$ cat src/rtl/event_tx_scheduler_if.sv
// ---------------------------------------------------------------------------
// event_tx_scheduler_if
//   Bundles the event inputs, the UART transmitter handshake and the status
//   outputs of event_tx_scheduler.
//   master : side that drives en/req/tx_busy and observes the scheduler
//   slave  : the scheduler itself
//   Signals:
//     en         1 = capture and send events, 0 = drop/clear
//     req[3:0]   per-source event pulses
//     tx_busy    TxD_busy from the transmitter
//     tx_start   TxD_start, 1-cycle pulse
//     tx_data    TxD_data, held between starts
//     frame_sent 1-cycle pulse after the last byte of a frame finished
//     active     scheduler is not idle
//     drop_cnt   events lost to a still-pending slot (saturating)
// ---------------------------------------------------------------------------
interface event_tx_scheduler_if;
    logic       en;
    logic [3:0] req;
    logic       tx_busy;
    logic       tx_start;
    logic [7:0] tx_data;
    logic       frame_sent;
    logic       active;
    logic [7:0] drop_cnt;

    modport master (
        output en, req, tx_busy,
        input  tx_start, tx_data, frame_sent, active, drop_cnt
    );

    modport slave (
        input  en, req, tx_busy,
        output tx_start, tx_data, frame_sent, active, drop_cnt
    );
endinterface

$ cat src/rtl/event_tx_scheduler.sv
// ---------------------------------------------------------------------------
// event_tx_scheduler
//   Shares one UART transmitter between four event sources. Each event is
//   timestamped on arrival into a one-deep slot per source; a round-robin
//   arbiter sends pending events as 3-byte frames:
//     B0 = {HEADER, 2'b00, id}, B1 = ts[7:0], B2 = ts[15:8]
//   Ports:
//     clk_fast  clock, all logic on posedge
//     rst       synchronous active-high reset
//     bus       event_tx_scheduler_if.slave (en, req, tx_busy in;
//               tx_start, tx_data, frame_sent, active, drop_cnt out)
//   Parameters:
//     TICK_DIV  clk_fast cycles per timestamp tick (2..65535)
//     HEADER    frame sync nibble in byte 0
// ---------------------------------------------------------------------------
module event_tx_scheduler #(
    parameter logic [15:0] TICK_DIV = 16'd50000,
    parameter logic [3:0]  HEADER   = 4'hA
) (
    input  logic                 clk_fast,
    input  logic                 rst,
    event_tx_scheduler_if.slave  bus
);

    typedef enum logic [1:0] {S_IDLE, S_SEND, S_GAP, S_WAIT} state_t;

    state_t      state;
    logic [15:0] tick_cnt;
    logic [15:0] ts;
    logic [3:0]  pending;
    logic [15:0] slot_ts [4];
    logic [1:0]  rr_ptr;
    logic [1:0]  byte_idx;
    logic [7:0]  frame_b1;
    logic [7:0]  frame_b2;

    logic        found;
    logic        grant;
    logic [1:0]  winner;
    logic [1:0]  cand;
    logic [2:0]  lost;

    function automatic logic [7:0] sat_add(input logic [7:0] a, input logic [2:0] b);
        logic [8:0] s;
        s = {1'b0, a} + {6'd0, b};
        return s[8] ? 8'hFF : s[7:0];
    endfunction

    // Round-robin search starts just after the last winner; k=4 wraps back
    // to rr_ptr itself so a lone requester can win repeatedly.
    always_comb begin
        found  = 1'b0;
        winner = rr_ptr;
        cand   = rr_ptr;
        for (int k = 1; k <= 4; k++) begin
            cand = rr_ptr + 2'(k);
            if (!found && pending[cand]) begin
                found  = 1'b1;
                winner = cand;
            end
        end
        grant = (state == S_IDLE) && bus.en && found && !bus.tx_busy;
    end

    // A request hitting a full slot is lost, unless that slot is being
    // granted in the same cycle (the grant frees it for the new event).
    always_comb begin
        lost = 3'd0;
        for (int i = 0; i < 4; i++) begin
            if (bus.req[i] && bus.en && pending[i] && !(grant && winner == 2'(i)))
                lost = lost + 3'd1;
        end
    end

    assign bus.active = (state != S_IDLE);

    always_ff @(posedge clk_fast) begin
        if (rst) begin
            state          <= S_IDLE;
            tick_cnt       <= 16'd0;
            ts             <= 16'd0;
            pending        <= 4'd0;
            for (int i = 0; i < 4; i++) slot_ts[i] <= 16'd0;
            rr_ptr         <= 2'd3;
            byte_idx       <= 2'd0;
            frame_b1       <= 8'd0;
            frame_b2       <= 8'd0;
            bus.tx_start   <= 1'b0;
            bus.tx_data    <= 8'd0;
            bus.frame_sent <= 1'b0;
            bus.drop_cnt   <= 8'd0;
        end else begin
            if (tick_cnt == TICK_DIV - 16'd1) begin
                tick_cnt <= 16'd0;
                ts       <= ts + 16'd1;
            end else begin
                tick_cnt <= tick_cnt + 16'd1;
            end

            // Capture: the grant reads the old slot_ts below, so a slot
            // reloaded in the grant cycle keeps the new event pending.
            for (int i = 0; i < 4; i++) begin
                if (!bus.en) begin
                    pending[i] <= 1'b0;
                end else if (bus.req[i] && (!pending[i] || (grant && winner == 2'(i)))) begin
                    pending[i] <= 1'b1;
                    slot_ts[i] <= ts;
                end else if (grant && winner == 2'(i)) begin
                    pending[i] <= 1'b0;
                end
            end

            bus.drop_cnt   <= sat_add(bus.drop_cnt, lost);
            bus.tx_start   <= 1'b0;
            bus.frame_sent <= 1'b0;

            // tx_start is raised on entry to S_SEND so it is high exactly
            // while the FSM sits in S_SEND.
            case (state)
                S_IDLE: begin
                    if (grant) begin
                        rr_ptr       <= winner;
                        frame_b1     <= slot_ts[winner][7:0];
                        frame_b2     <= slot_ts[winner][15:8];
                        byte_idx     <= 2'd0;
                        bus.tx_start <= 1'b1;
                        bus.tx_data  <= {HEADER, 2'b00, winner};
                        state        <= S_SEND;
                    end
                end
                S_SEND: state <= S_GAP;
                // One cycle for the transmitter to raise busy.
                S_GAP:  state <= S_WAIT;
                S_WAIT: begin
                    if (!bus.tx_busy) begin
                        if (byte_idx == 2'd2) begin
                            bus.frame_sent <= 1'b1;
                            state          <= S_IDLE;
                        end else begin
                            byte_idx     <= byte_idx + 2'd1;
                            bus.tx_start <= 1'b1;
                            bus.tx_data  <= (byte_idx == 2'd0) ? frame_b1 : frame_b2;
                            state        <= S_SEND;
                        end
                    end
                end
                default: state <= S_IDLE;
            endcase
        end
    end

endmodule

$ cat src/flat_wrapper.sv
// flat-port wrapper written by rule: the top's interface ports become plain ports
module event_tx_scheduler_flat 
#(
    parameter logic [15:0] TICK_DIV = 16'd50000,
    parameter logic [3:0]  HEADER   = 4'hA
)
  (clk_fast, rst, bus_en, bus_req, bus_tx_busy, bus_tx_start, bus_tx_data, bus_frame_sent, bus_active, bus_drop_cnt);
  event_tx_scheduler_if bus_i ();
  input  logic clk_fast;
  input  logic rst;
  input wire logic [$bits(bus_i.en)-1:0] bus_en;
  input wire logic [$bits(bus_i.req)-1:0] bus_req;
  input wire logic [$bits(bus_i.tx_busy)-1:0] bus_tx_busy;
  output wire logic [$bits(bus_i.tx_start)-1:0] bus_tx_start;
  output wire logic [$bits(bus_i.tx_data)-1:0] bus_tx_data;
  output wire logic [$bits(bus_i.frame_sent)-1:0] bus_frame_sent;
  output wire logic [$bits(bus_i.active)-1:0] bus_active;
  output wire logic [$bits(bus_i.drop_cnt)-1:0] bus_drop_cnt;
  assign bus_i.en = bus_en;
  assign bus_i.req = bus_req;
  assign bus_i.tx_busy = bus_tx_busy;
  assign bus_tx_start = bus_i.tx_start;
  assign bus_tx_data = bus_i.tx_data;
  assign bus_frame_sent = bus_i.frame_sent;
  assign bus_active = bus_i.active;
  assign bus_drop_cnt = bus_i.drop_cnt;
  event_tx_scheduler #(.TICK_DIV(TICK_DIV), .HEADER(HEADER)) u_core (.clk_fast(clk_fast), .rst(rst), .bus(bus_i));
endmodule
$ cat config.mk
export PLATFORM = sky130hd
export DESIGN_NAME = event_tx_scheduler_flat
export DESIGN_NICKNAME = d
export VERILOG_FILES = /design/src/rtl/event_tx_scheduler_if.sv /design/src/rtl/event_tx_scheduler.sv /design/src/flat_wrapper.sv
export SDC_FILE = /design/constraint.sdc
export NUM_CORES = 1
export LEC_CHECK = 0
export BUFFER_PORTS_ARGS = -buffer_cell sky130_fd_sc_hd__buf_2
export CORE_AREA = 2 2 87 152
export DETAILED_ROUTE_END_ITERATION = 16
export DIE_AREA = 0 0 89 154
export PLACE_DENSITY = 0.81
export SETUP_SLACK_MARGIN = 0.5
export SLEW_MARGIN = 10
export SYNTH_ARGS = -nofsm -noshare
export SYNTH_HDL_FRONTEND = slang
export SYNTH_SLANG_ARGS = --single-unit
$ cat constraint.sdc
create_clock -name clk_fast -period 4.35 [get_ports clk_fast]
set_input_delay 0.435 -clock clk_fast [delete_from_list [all_inputs] [get_ports clk_fast]]
set_output_delay 0.435 -clock clk_fast [all_outputs]
set_load 0.02 [all_outputs]
Yosys cells after proc, flatten, opt, wreduce, memory -nomap -nowiden --
Memory sizes are Yosys's and may differ from the RTL's. A register that Yosys moved wholly into a read port is not among the register bits. Cells that the tools add are included.
Storage, ports and cells: flip-flop bits (word level) 60, RAM bits 64, input bits 8, output and inout bits 19, logic and storage cells 171, memories 1
Memory list:
- u_core.slot_ts | words 4, bits a word 16, read ports 1, clocked after memory_dff 1, wr ports 4, line event_tx_scheduler.sv:31 | logic [15:0] slot_ts [4];
Operators by class: $add $sub $neg 10, magnitude comparators 4, eq/ne operators 11, mux-type cells 69, bitwise logic cells 6, reductions and logical operators 57
Operators by type and width (number):
- $mux W16 | 4
- $mux W1 | 40
- $mux W8 | 5
- $add A16 B1 Y16 const B | 2
- $logic_and A1 B1 Y1 | 26
- $mux W2 | 9
- $eq A16 B16 Y1 const B | 1
- $pmux W8 S2 | 1
- $logic_not A1 Y1 | 12
- $lt A2 B3 Y1 const B | 4
- $reduce_bool A2 Y1 | 6
- $eq A2 B2 Y1 const B | 5
- $add A8 B3 Y9 | 1
- $mux W3 | 3
- $bmux W1 S2 | 4
- $pmux W2 S4 | 1
- $add A3 B1 Y3 const B | 2
- $logic_not A2 Y1 | 3
- $add A2 B1 Y2 const B | 2
- $add A2 B2 Y2 const B | 2
- $eq A2 B1 Y1 const B | 2
- $logic_or A1 B1 Y1 | 4
- $ne A2 B2 Y1 const B | 2
- $or A1 B1 Y1 | 4
- other kinds (9) | 12

Logic depth before layout (Yosys ltp) --
Gate-level depths: netlist (run 1).
depth in word-level cells 27, gate-level depth with buffers 23, mapped depth without buffers 21

Worst setup path before layout (run 1) --
OpenSTA, ideal clock, no wires.
path type register -> register, start point reg u_core.rr_ptr[1], end point reg u_core.bus.drop_cnt[0], setup time 0.072 ns, data arrival time 4.209 ns, required time 4.278 ns, setup slack 0.069 ns, cell stages (with the launch flop) 20, buffers on the path 2, clock period less this slack 4.281 ns, path through dfxtp_1 -> buf_2 -> nand2b_1 -> a31oi_4 -> nand2_4 -> o31a_1 -> clkbuf_1 -> and3_1 -> ha_1 -> nand2b_1 -> a21oi_1 -> or3_1 -> ha_1 -> mux2i_1 -> fa_1 -> nor2b_1 -> o21ai_0 -> nor2_1 -> nand4_1 -> a21oi_1
Between the ends: word-level cells in the longest chain between the ends 27, elaborated cells on any way between the ends 52, classes of those cells add/sub (7); eq/ne (3); mux (21); reduce/logical (21)
Ends and longest elaborated chain:
- start: declaration | line event_tx_scheduler.sv:32 | logic [1:0] rr_ptr;
- start signal: assignment | line event_tx_scheduler.sv:122 | rr_ptr <= winner;
- $add A2 B1 Y2 | line event_tx_scheduler.sv:56 | cand = rr_ptr + 2'(k);
- $bmux W1 S2 | line event_tx_scheduler.sv:57 | if (!found && pending[cand]) begin
- $mux W1 (implied by the code) | line event_tx_scheduler.sv:57
- $mux W1 | line event_tx_scheduler.sv:57
- $logic_not A1 Y1 | line event_tx_scheduler.sv:57
- $logic_and A1 B1 Y1 | line event_tx_scheduler.sv:57
- $mux W1 | line event_tx_scheduler.sv:57
- $logic_not A1 Y1 | line event_tx_scheduler.sv:57
- (+11 left out)
- $add A1 B1 Y2 | line event_tx_scheduler.sv:71 | lost = lost + 3'd1;
- $mux W3 | line event_tx_scheduler.sv:70 | if (bus.req[i] && bus.en && pending[i] && !(grant && winner == 2'(i)))
- $add A3 B1 Y3 | line event_tx_scheduler.sv:71
- $mux W3 | line event_tx_scheduler.sv:70
- $add A3 B1 Y3 | line event_tx_scheduler.sv:71
- $mux W3 (*) | line event_tx_scheduler.sv:70
- $add A8 B3 Y9 (*) | line event_tx_scheduler.sv:45 | s = {1'b0, a} + {6'd0, b};
- $mux W8 (*) | line event_tx_scheduler.sv:46 | return s[8] ? 8'hFF : s[7:0];
- end signal: assignment | line event_tx_scheduler.sv:113 | bus.drop_cnt <= sat_add(bus.drop_cnt, lost);
- end: declaration | line event_tx_scheduler_if.sv:34 | output tx_start, tx_data, frame_sent, active, drop_cnt
Every way passes the cells marked *; elsewhere a longest branch is shown, timed or not. The select of a mux whose other input is x is not followed. A chain may end at the register's enable or synchronous reset.

Worst setup path after layout (run 1) --
start point reg u_core.rr_ptr[1], end point reg u_core.bus.drop_cnt[4]
Same word-level chain as after synthesis.

==> results.json, run 1 <==
{
  "first_pass_iters": 5,
  "yosysTopAreaCellShare_pct": 28.0,
  "finalCriticalPeriod_ns": 3.98,
  "syn_area_um2": 6850,
  "core.rowCount": 54,
  "worstMarginPinSlew_ns": 1.05,
  "drt_first_iter_violations": 386,
  "clk_pin_slew_ns": 0.06,
  "grt_pass1_vias": 5566,
  "syn_area_per_cell_um2": 10.3,
  "numCtsBuffers": 17,
  "pwr_density_cell_nw_per_um2": 433,
  "ir_worst_vdd_mv": 0.260,
  "async_reset_ff_share_pct": 0,
  "crit_type": "reg2reg",
  "antenna_found_initial": 0,
  "combinationalPowerShare_pct": 13.6,
  "synth_area_leader_cell": "edfxtp_1",
  "via_per_inst": 6.34,
  "start_util_pct": 55.1,
  "ys.warnings.count": 0,
  "io_pins": 27,
  "p_sw_share_pct": 25.6,
  "grt.overflow.total": 0,
  "p_clk_share_pct": 43.9,
  "ant_nets": 0,
  "ys.flop_type": "dfxtp_1",
  "reg2reg_slack_ns": 0.37,
  "die_h_um": 154,
  "layout.cells.non_filler": 867,
  "muxShareOfSynthArea_pct": 1.70,
  "status": "complete, no violations",
  "slew_violations": 0,
  "die_x_um": 89,
  "placed_cells": 821,
  "synth_compound_area_share_pct": 12.4,
  "grt_usage_pct": 25.8,
  "layout.nets": 709,
  "grt_max_degree": 64,
  "cts_max_path_buffers": 2,
  "grt_pass1_wl_um": 26700,
  "drive_above_1_share_pct": 20.5,
  "maxCapViolCount": 0,
  "slew_headroom_pct": 29.3,
  "end_kind": "flip-flop",
  "critPathLaunchType": "flip-flop",
  "synth.distinct_cells": 57,
  "synthCells": 663,
  "io_buffers": 26,
  "power_leakage_uw": 0.00298,
  "diodes": 0,
  "rsz0062_at_grt": "yes",
  "dieArea_um2": 13700,
  "p_int_uw": 2600,
  "yosysSeqAreaShare_pct": 50.2,
  "synth_simple_gate_area_share_pct": 24.4,
  "final_core_util_pct": 64.8,
  "area_delta_synth_final_pct": 17.6,
  "setup_viol": 0,
  "fin_skew_ns": 0.00947,
  "holdCritPathClass": "in2reg",
  "cts.sink_count": 140,
  "wl_um": 17300,
  "synthAdderAreaFrac_pct": 2.85,
  "yosys.area_share.xor_xnor_pct": 4.22,
  "p_sw_uw": 894,
  "fmax_mhz": 251,
  "cts_tree": "done",
  "synth_top_family_by_area": "simple AND/OR/NAND/NOR gates",
  "cts_root_buffer": "clkbuf_16",
  "synth_edf_count": 64,
  "postCtsHoldBufs": 0,
  "yosys-top-cells-area": "edfxtp_1 28%, dfxtp_1 22%, nor3b_1 5.7%",
  "synth_nets": 686,
  "arrival_ns": 4.32,
  "p_seq_share_pct": 42.4,
  "htreeDepth": 4,
  "hpwl_um": 10800,
  "routedWlPerCell_um": 20.0,
  "routabilityCongestion": 0.894,
  "core_um2": 12400,
  "worstPathRequired_ns": 4.69,
  "drc_errors": 0,
  "hold_viol_final": 0,
  "cp_max_fo": 9,
  "insertion_delay_ns": 0.42,
  "ys_ff_latch": 140,
  "finalCritPeriodShare_pct": 91.6,
  "vias": 5501,
  "fin_setup_tns_ns": 0
}
-- synth_stat cells (6+ instances only) --
cell	instances
and3_1	40
clkbuf_1	37
o31ai_1	19
mux2i_1	6
xnor2_1	14
nand4_1	14
nor3b_1	52
nand3b_1	18
dfxtp_1	76
ha_1	14
nand2_1	32
nor3b_2	8
a211oi_1	37
inv_1	19
a21oi_1	26
nor3_1	9
edfxtp_1	64
xor2_1	19
buf_2	12
nand2b_1	6
nor2_1	43
nand3_1	23
-- routing by layer --
layer | GRT usage (%) | wire length [µm] | up-vias
li1 | - | - | 2498
met1 | 25.5 | 6030 | 2674
met2 | 46.8 | 9570 | 249
met3 | 5.31 | 913 | 80
met4 | 15.8 | 806 | 0
met5 | 0 | 0 | -
-- sequential cells by signal, indices dropped and copies added (netlist names) --
signal	count
u_core.byte_idx	2
u_core.bus.tx_start	1
u_core.ts	16
u_core.bus.frame_sent	1
u_core.tick_cnt	16
u_core.bus.tx_data	8
u_core.slot_ts	64
u_core.pending	4
u_core.bus.drop_cnt	8
u_core.rr_ptr	2
u_core.frame_b1	8
u_core.state	2
u_core.frame_b2	8
-- area by class of cell --
| class | instances | area (µm²) |
|---|---|---|
| clock buffer | 25 | 549 |
| clock inverter | 7 | 93.8 |
| fill | 951 | 4370 |
| inverter | 19 | 71.3 |
| multi-input combinational | 453 | 3320 |
| sequential | 140 | 3460 |
| tap | 168 | 210 |
| timing repair buffer | 55 | 363 |
-- final timing paths --
| path | startpoint | to | cells after the start |
|---|---|---|---|
| setup / recovery | u_core.rr_ptr[1] | u_core.bus.drop_cnt[4] | 18 |
| hold / removal | bus_tx_busy | u_core.bus.frame_sent | 2 |
| setup reg to reg | u_core.rr_ptr[1] | u_core.bus.drop_cnt[4] | 18 |
| hold reg to reg | u_core.bus.tx_data[6] | u_core.bus.tx_data[6] | 2 |
-- cell families after synthesis --
kind of cell | count (synthesis)
mux | 11
simple gates | 275
fa+ha+maj | 15
compound gates | 119
xor+xnor | 33
buf+inv | 70
flops | 140
-- what timing repair did --
| action | CTS | global route |
|---|---|---|
| pin swaps | 13 | 5 |
| buffers inserted | 12 | 2 |
| resized for setup | 24 | 16 |
| endpoints found under the setup margin | 8 | 8 |
-- worst max-delay path, cell delays in order (launching register included) --
cell and delay, ns:
dfxtp_4 0.38, and3b_2 0.24, a31oi_4 0.16, buf_6 0.14
nand2_4 0.04, o31a_1 0.27, and3_4 0.17, ha_4 0.29
nand2b_4 0.12, o211ai_1 0.10, or3_4 0.40, ha_4 0.29
mux2i_1 0.09, fa_2 0.39, nor2b_4 0.13, o21ai_2 0.08
nor2_2 0.11, nand4_1 0.26, a21oi_1 0.23
-- metrics by stage --
step | worst slack (ns) | total power (µW) | hold WS [ns] | area, µm²
detailed placement | -0.0273 | 1940 | 0.443 | 7160
floorplan | 0.272 | 1810 | 0.430 | 6940
CTS | 0.444 | 3480 | 0.265 | 7970
global placement | 0.288 | 1920 | 0.436 | 7160
finish | 0.367 | 3490 | 0.272 | 8060
global route | 0.157 | 3600 | 0.280 | 8060
-- power by group through the flow --
stage	logic [µW]	clock network [µW]	registers, µW
2_1_floorplan	299	0	1510
3_3_place_gp	415	0	1500
3_5_place_dp	431	0	1510
4_1_cts	460	1540	1480
5_1_grt	512	1600	1490
6_report	477	1540	1480
-- cells in the final DEF (no fill, tap or decap), types with 24 or more instances in the layout --
| cell | count |
|---|---|
| nor3b_1 | 52 |
| nand2_1 | 32 |
| buf_2 | 26 |
| a211oi_1 | 35 |
| nor2_1 | 42 |
| a21oi_1 | 24 |
| edfxtp_1 | 64 |
| and3_1 | 38 |
| buf_4 | 26 |
| dfxtp_1 | 70 |
Power figures use the tool's default switching activity.
==> inputs of run 2 (changes only) <==
--- a/config.mk
+++ b/config.mk
@@ -5,11 +5,12 @@
 export SDC_FILE = /design/constraint.sdc
 export NUM_CORES = 1
 export LEC_CHECK = 0
+export ABC_AREA = 1
 export BUFFER_PORTS_ARGS = -buffer_cell sky130_fd_sc_hd__buf_2
-export CORE_AREA = 2 2 87 152
+export CORE_AREA = 2 2 85 149
 export DETAILED_ROUTE_END_ITERATION = 16
-export DIE_AREA = 0 0 89 154
-export PLACE_DENSITY = 0.81
+export DIE_AREA = 0 0 87 151
+export PLACE_DENSITY = 0.82
 export SETUP_SLACK_MARGIN = 0.5
 export SLEW_MARGIN = 10
 export SYNTH_ARGS = -nofsm -noshare
==> constraint.sdc (replaced) <==
create_clock -name clk_fast -period 4.4 [get_ports clk_fast]
set_input_delay 0.44 -clock clk_fast [delete_from_list [all_inputs] [get_ports clk_fast]]
set_output_delay 0.44 -clock clk_fast [all_outputs]
set_load 0.02 [all_outputs]
==> run 2 against run 1 <==
  * Sequential power about the same
  * Via count up 8.4%
  * Sequential share of layout area down 0.88 points
  * Register-to-register slack better by 0.27 ns
  * Die area down 4.2%
  * Core utilization up 4.3 points
  * Synthesized cell count up 35%
  * Largest cell class unchanged
  * Area after synthesis up 2.7%
  * Worst setup slack better by 0.27 ns
==> results.json, run 2 <==
{
  "status": "complete, no violations",
  "placed_cells": 1035,
  "synth_commonest_cells": "178 x nand2_1, 139 x nor2_1, 116 x inv_1",
  "layout.cells.non_filler": 1082,
  "p_seq_share_pct": 39.0,
  "cts.sink_count": 140,
  "maxCapViolCount": 0,
  "fin_setup_tns_ns": 0,
  "power_leakage_uw": 0.00340,
  "start_util_pct": 59.3,
  "synth_edf_count": 64,
  "cp_max_fo": 8,
  "p_clk_share_pct": 36.3,
  "antenna_found_initial": 0,
  "largest_reg_flops": 64,
  "grt.overflow.total": 0,
  "grt_max_degree": 36,
  "cts_max_path_buffers": 2,
  "slew_violations": 0,
  "arrival_ns": 4.13,
  "ys.warnings.count": 0,
  "slew_headroom_pct": 43.2,
  "drive_above_1_share_pct": 17.6,
  "postCtsHoldBufs": 0,
  "finalCriticalPeriod_ns": 3.76,
  "vias": 5961,
  "yosysMostFrequentCell": "nand2_1",
  "final_core_util_pct": 69.2,
  "crit_slowest_cell": "fa_2",
  "insertion_delay_ns": 0.42,
  "io_pins": 27,
  "clk_pin_slew_ns": 0.06,
  "drc_errors": 0,
  "drt_first_iter_violations": 480,
  "finalCritPeriodShare_pct": 85.5,
  "die_h_um": 151,
  "p_int_uw": 2570,
  "crit_type": "reg2reg",
  "synthCells": 894,
  "regMostFlops": "u_core.slot_ts",
  "htreeDepth": 4,
  "yosys-top-cells-area": "edfxtp_1 27%, dfxtp_1 22%, nand2_1 9.5%",
  "diodes": 0,
  "combinationalPowerShare_pct": 24.6,
  "io_buffers": 26,
  "layout.nets": 955,
  "syn_area_per_cell_um2": 7.87,
  "core_um2": 11900,
  "end_kind": "flip-flop",
  "ant_nets": 0,
  "dieArea_um2": 13100,
  "hold_viol_final": 0,
  "synth_area_leader_cell": "edfxtp_1",
  "final_cell_mix": "169 x nand2_1, 137 x nor2_1, 111 x inv_1",
  "grt_pass1_wl_um": 26500,
  "reg_top3": "u_core.slot_ts: 64 flops, u_core.tick_cnt: 16 flops, u_core.ts: 16 flops",
  "die_x_um": 87,
  "routedWlPerCell_um": 15.6,
  "p_sw_uw": 1260,
  "holdCritPathClass": "in2reg",
  "area_delta_synth_final_pct": 16.7,
  "async_reset_ff_share_pct": 0,
  "numCtsBuffers": 17,
  "ir_worst_vdd_mv": 0.351,
  "cts_root_buffer": "clkbuf_16",
  "pwr_density_cell_nw_per_um2": 468,
  "synth.distinct_cells": 38,
  "core.rowCount": 53,
  "syn_area_um2": 7040,
  "p_sw_share_pct": 32.9,
  "cts_tree": "done",
  "hpwl_um": 11200,
  "fin_skew_ns": 0.0114,
  "rsz0062_at_grt": "yes",
  "worstPathRequired_ns": 4.76,
  "grt_usage_pct": 26.4,
  "ys_ff_latch": 140,
  "worstMarginPinSlew_ns": 0.850,
  "fmax_mhz": 266,
  "grt_pass1_vias": 5799,
  "first_pass_iters": 5,
  "whs_ns": 0.272,
  "setup_viol": 0,
  "synth_nets": 917,
  "via_per_inst": 5.51,
  "critPathLaunchType": "flip-flop",
  "yosysSeqAreaShare_pct": 48.9,
  "yosysTopAreaCellShare_pct": 27.3,
  "wl_um": 16900,
  "ys.flop_type": "dfxtp_1",
  "mostFrequentLayoutCell": "nand2_1",
  "max_stage_delay_ns": 0.34,
  "routabilityCongestion": 0.842
}
run 2: final timing paths:
check	end	slack, ns	cells past startpoint	startpoint
worst max-delay path	u_core.bus.drop_cnt[2]	0.64	28	u_core.rr_ptr[0]
worst min-delay path	u_core.bus.frame_sent	0.27	2	bus_tx_busy
worst max register to register	u_core.bus.drop_cnt[2]	0.64	28	u_core.rr_ptr[0]
worst min register to register	u_core.bus.tx_data[2]	0.44	2	u_core.bus.tx_data[2]
run 2: kinds of logic (layout without fill, tap and decap cells):
| logic type | after synthesis | count (layout) | share of synthesized area (%) |
|---|---|---|---|
| AND/OR/NAND/NOR | 487 | 487 | 31.4 |
| AO/OA/AOI/OAI | 87 | 87 | 6.36 |
| buffers and inverters | 153 | 204 | 9.05 |
| flip-flops | 140 | 140 | 48.9 |
| adder cells (fa/ha/maj) | 15 | 15 | 2.77 |
| XOR/XNOR | 12 | 12 | 1.49 |
run 2: worst max-delay path, delay by kind of cell, from the launching register on:
kind            cells  cell delay [ns]
compound gates      2             0.26
fa+ha+maj           3             0.89
buf+inv             5             0.37
flops               1             0.33
simple gates       18             1.83
run 2: timing repair:
action | 4_1_cts | 5_1_grt
setup endpoints to repair | 8 | 8
gates resized for setup | 21 | 45
cloned | 1 | 0
pin swaps | 8 | 25
hold endpoints to repair | 0 | 0
setup buffers | 9 | 5
run 2: per-layer routing:
layer	vias up	part of all wire [%]	GRT usage, %
met4	0	4.6	15.2
met5	-	0	0
met3	58	4.4	5.56
met1	2736	35	24.8
met2	203	56	50.6
li1	2964	-	-
run 2: power groups by stage:
stage                     Clock (µW)  Sequential [µW]  Combinational, µW
after floorplan                    0             1530                630
after global placement             0             1520                820
after detailed placement           0             1520                829
after CTS                       1400             1500                881
after global routing            1450             1510               1040
final                           1390             1500                946
run 2: cell type report:
cell class	count	area [µm²]
clock inverters	12	95.1
fillers	890	3660
clock buffers	20	489
flip-flops and latches	140	3450
repair buffers	50	332
multi-input cells	601	3190
well taps	137	171
inverters	122	483
run 2: per-stage QoR:
| stage | cell area (µm²) | total power [µW] | setup slack, ns |
|---|---|---|---|
| after floorplan | 7040 | 2160 | 0.541 |
| after global placement | 7240 | 2340 | 0.284 |
| after detailed placement | 7240 | 2350 | 0.0379 |
| after CTS | 7980 | 3770 | 0.536 |
| after global routing | 8210 | 4000 | 0.445 |
| final | 8210 | 3840 | 0.637 |
==> inputs of run 3 (changes only) <==
--- a/config.mk
+++ b/config.mk
@@ -7,11 +7,12 @@
 export LEC_CHECK = 0
 export ABC_AREA = 1
 export BUFFER_PORTS_ARGS = -buffer_cell sky130_fd_sc_hd__buf_2
-export CORE_AREA = 2 2 85 149
+export CORE_AREA = 2 2 126 219
 export DETAILED_ROUTE_END_ITERATION = 16
-export DIE_AREA = 0 0 87 151
-export PLACE_DENSITY = 0.82
+export DIE_AREA = 0 0 128 221
+export PLACE_DENSITY_LB_ADDON = 0.12
 export SETUP_SLACK_MARGIN = 0.5
+export SKIP_LAST_GASP = 1
 export SLEW_MARGIN = 10
 export SYNTH_ARGS = -nofsm -noshare
 export SYNTH_HDL_FRONTEND = slang
==> run 3 against run 2 <==
  * Largest power group unchanged
  * Clock power hardly changed
  * Routed wire length is 16% higher
  * Maximum frequency is 2.0% higher
  * Non-clock buffer count is 2 lower
==> results.json, run 3 (synthesized netlist as in run 2, its figures left out) <==
{
  "grt.overflow.total": 0,
  "critPathLaunchType": "flip-flop",
  "max_stage_delay_ns": 0.35,
  "cp-startpoint": "u_core.rr_ptr[0]",
  "crit_end": "u_core.bus.drop_cnt[1]",
  "fin_skew_ns": 0.0108,
  "hold_viol_final": 0,
  "vias": 5691,
  "slew_headroom_pct": 39.4,
  "p_seq_share_pct": 38.9,
  "drt_first_iter_violations": 317,
  "hpwl_um": 13800,
  "end_kind": "flip-flop",
  "combinationalPowerShare_pct": 24.2,
  "grt_usage_pct": 14.5,
  "diodes": 0,
  "reg2reg_depth": 28,
  "hold_depth": 3,
  "wl_um": 19600,
  "fin_setup_tns_ns": 0,
  "cp_common_cell": "nand2_2",
  "final_cell_mix": "170 x nand2_1, 136 x nor2_1, 113 x inv_1",
  "cts_tree": "done",
  "regMostFlops": "u_core.slot_ts",
  "worstMarginPinSlew_ns": 0.907,
  "top_layer_used": "met4",
  "timing.rr.start": "u_core.rr_ptr[0]",
  "antenna_found_initial": 0,
  "p_sw_uw": 1270,
  "maxCapViolCount": 0,
  "min-delay-start": "bus_req[3]",
  "worstPathRequired_ns": 4.77,
  "cts_root_buffer": "clkbuf_16",
  "area_delta_synth_final_pct": 18.7,
  "slew_violations": 0,
  "via_per_inst": 4.50,
  "htreeDepth": 4,
  "mostFrequentLayoutCell": "nand2_1",
  "numCtsBuffers": 17,
  "p_clk_share_pct": 36.9,
  "arrival_ns": 4.06,
  "p_sw_share_pct": 32.9,
  "insertion_delay_ns": 0.44,
  "ir_worst_vdd_mv": 0.268,
  "pwr_density_cell_nw_per_um2": 461,
  "first_pass_iters": 4,
  "grt_pass1_wl_um": 31000,
  "grt_max_degree": 35,
  "reg_top3": "u_core.slot_ts: 64 flops, u_core.tick_cnt: 16 flops, u_core.ts: 16 flops",
  "cts.sink_count": 140,
  "p_int_uw": 2590,
  "met3_wirelength_um": 517,
  "rsz0062_at_grt": "no",
  "start_util_pct": 26.6,
  "clk_pin_slew_ns": 0.06,
  "largest_reg_flops": 64,
  "dieArea_um2": 28300,
  "drive_above_1_share_pct": 16.8,
  "routedWlPerCell_um": 15.5,
  "io_buffers": 26,
  "r2r_end": "u_core.bus.drop_cnt[1]",
  "grt_pass1_vias": 5788,
  "layout.nets": 953,
  "finalCritPeriodShare_pct": 83.8,
  "crit_slowest_cell": "fa_2",
  "status": "complete, no violations",
  "cts_max_path_buffers": 2,
  "power_leakage_uw": 0.00331,
  "core_um2": 26500,
  "whs_ns": 0.286,
  "fmax_mhz": 271,
  "reg2reg_slack_ns": 0.71,
  "wl_met2_um": 11100,
  "die_h_um": 221,
  "holdCritPathClass": "in2reg",
  "io_pins": 27,
  "die_x_um": 128,
  "finalCriticalPeriod_ns": 3.69,
  "num-fill-cells": 2871,
  "crit_type": "reg2reg",
  "cp_max_fo": 10,
  "postCtsHoldBufs": 0,
  "core.rowCount": 79,
  "drc_errors": 0,
  "ant_nets": 0,
  "setup_viol": 0,
  "routabilityCongestion": 0.779,
  "wirelength_met1_um": 7260
}
==> run 3: cell count changes in the layout (fill, tap and decap cells not counted), moves of 2 or more <==
cell / previous run / this run
nand2_2: 11 / 20
clkbuf_1: 0 / 3
clkbuf_16: 19 / 17
nand2_4: 14 / 4
inv_1: 111 / 113
bufinv_16: 0 / 2
inv_6: 5 / 0
==> run 3: how the worst min path moves through the flow <==
stage	endpoint	slack, ns
global placement	u_core.bus.tx_data[3]	0.43
CTS	u_core.pending[3]	0.26
global route	u_core.bus.frame_sent	0.29
floorplan	u_core.tick_cnt[0]	0.42
detailed placement	u_core.bus.tx_data[3]	0.44
finish	u_core.pending[3]	0.29
==> run 3: final cells by class <==
type	count	area [µm²]	share of cell area, %
Tap cell	324	405	4.85
Inverter	122	468	5.60
Clock inverter	10	114	1.36
Sequential cell	140	3450	41.2
Timing Repair Buffer	48	313	3.74
Clock buffer	21	450	5.39
Multi-Input combinational cell	601	3160	37.8
==> run 3: per-layer routing <==
layer | GRT usage [%] | vias to the layer above
met5 | 0 | -
met4 | 7.37 | 0
met3 | 3.34 | 38
met2 | 28.0 | 78
met1 | 13.9 | 2624
li1 | - | 2951
==> run 3: critical path: cells and delay by family (launching register included) <==
family          cells  cell delay (ns)
fa+ha+maj           3             0.87
flops               1             0.33
compound gates      2             0.24
buf+inv             6             0.50
simple gates       17             1.66
==> run 3: timing repair <==
action | CTS | global route
setup buffers | 6 | 2
gates cloned | 1 | 0
pin swaps | 7 | 18
resized for setup | 16 | 34
endpoints found under the setup margin | 8 | 8
==> run 3: stage by stage <==
stage                     instances  setup WS, ns  area [µm²]  util (%)  power (µW)
after floorplan                 894         0.541        7040         -        2160
after global placement         1226         0.112        7500      28.3        2420
after detailed placement       1226        0.0808        7500      28.3        2420
after CTS                      1264         0.500        8200      31.0        3900
after global routing           1266         0.479        8360      31.5        4090
final                          1266         0.713        8360      31.5        3850
==> run 3: power by group through the flow <==
stage,clock network (µW),registers (µW),logic (µW)
2_1_floorplan,0,1530,630
3_3_place_gp,0,1520,897
3_5_place_dp,0,1530,893
4_1_cts,1470,1500,928
5_1_grt,1520,1510,1060
6_report,1420,1500,933
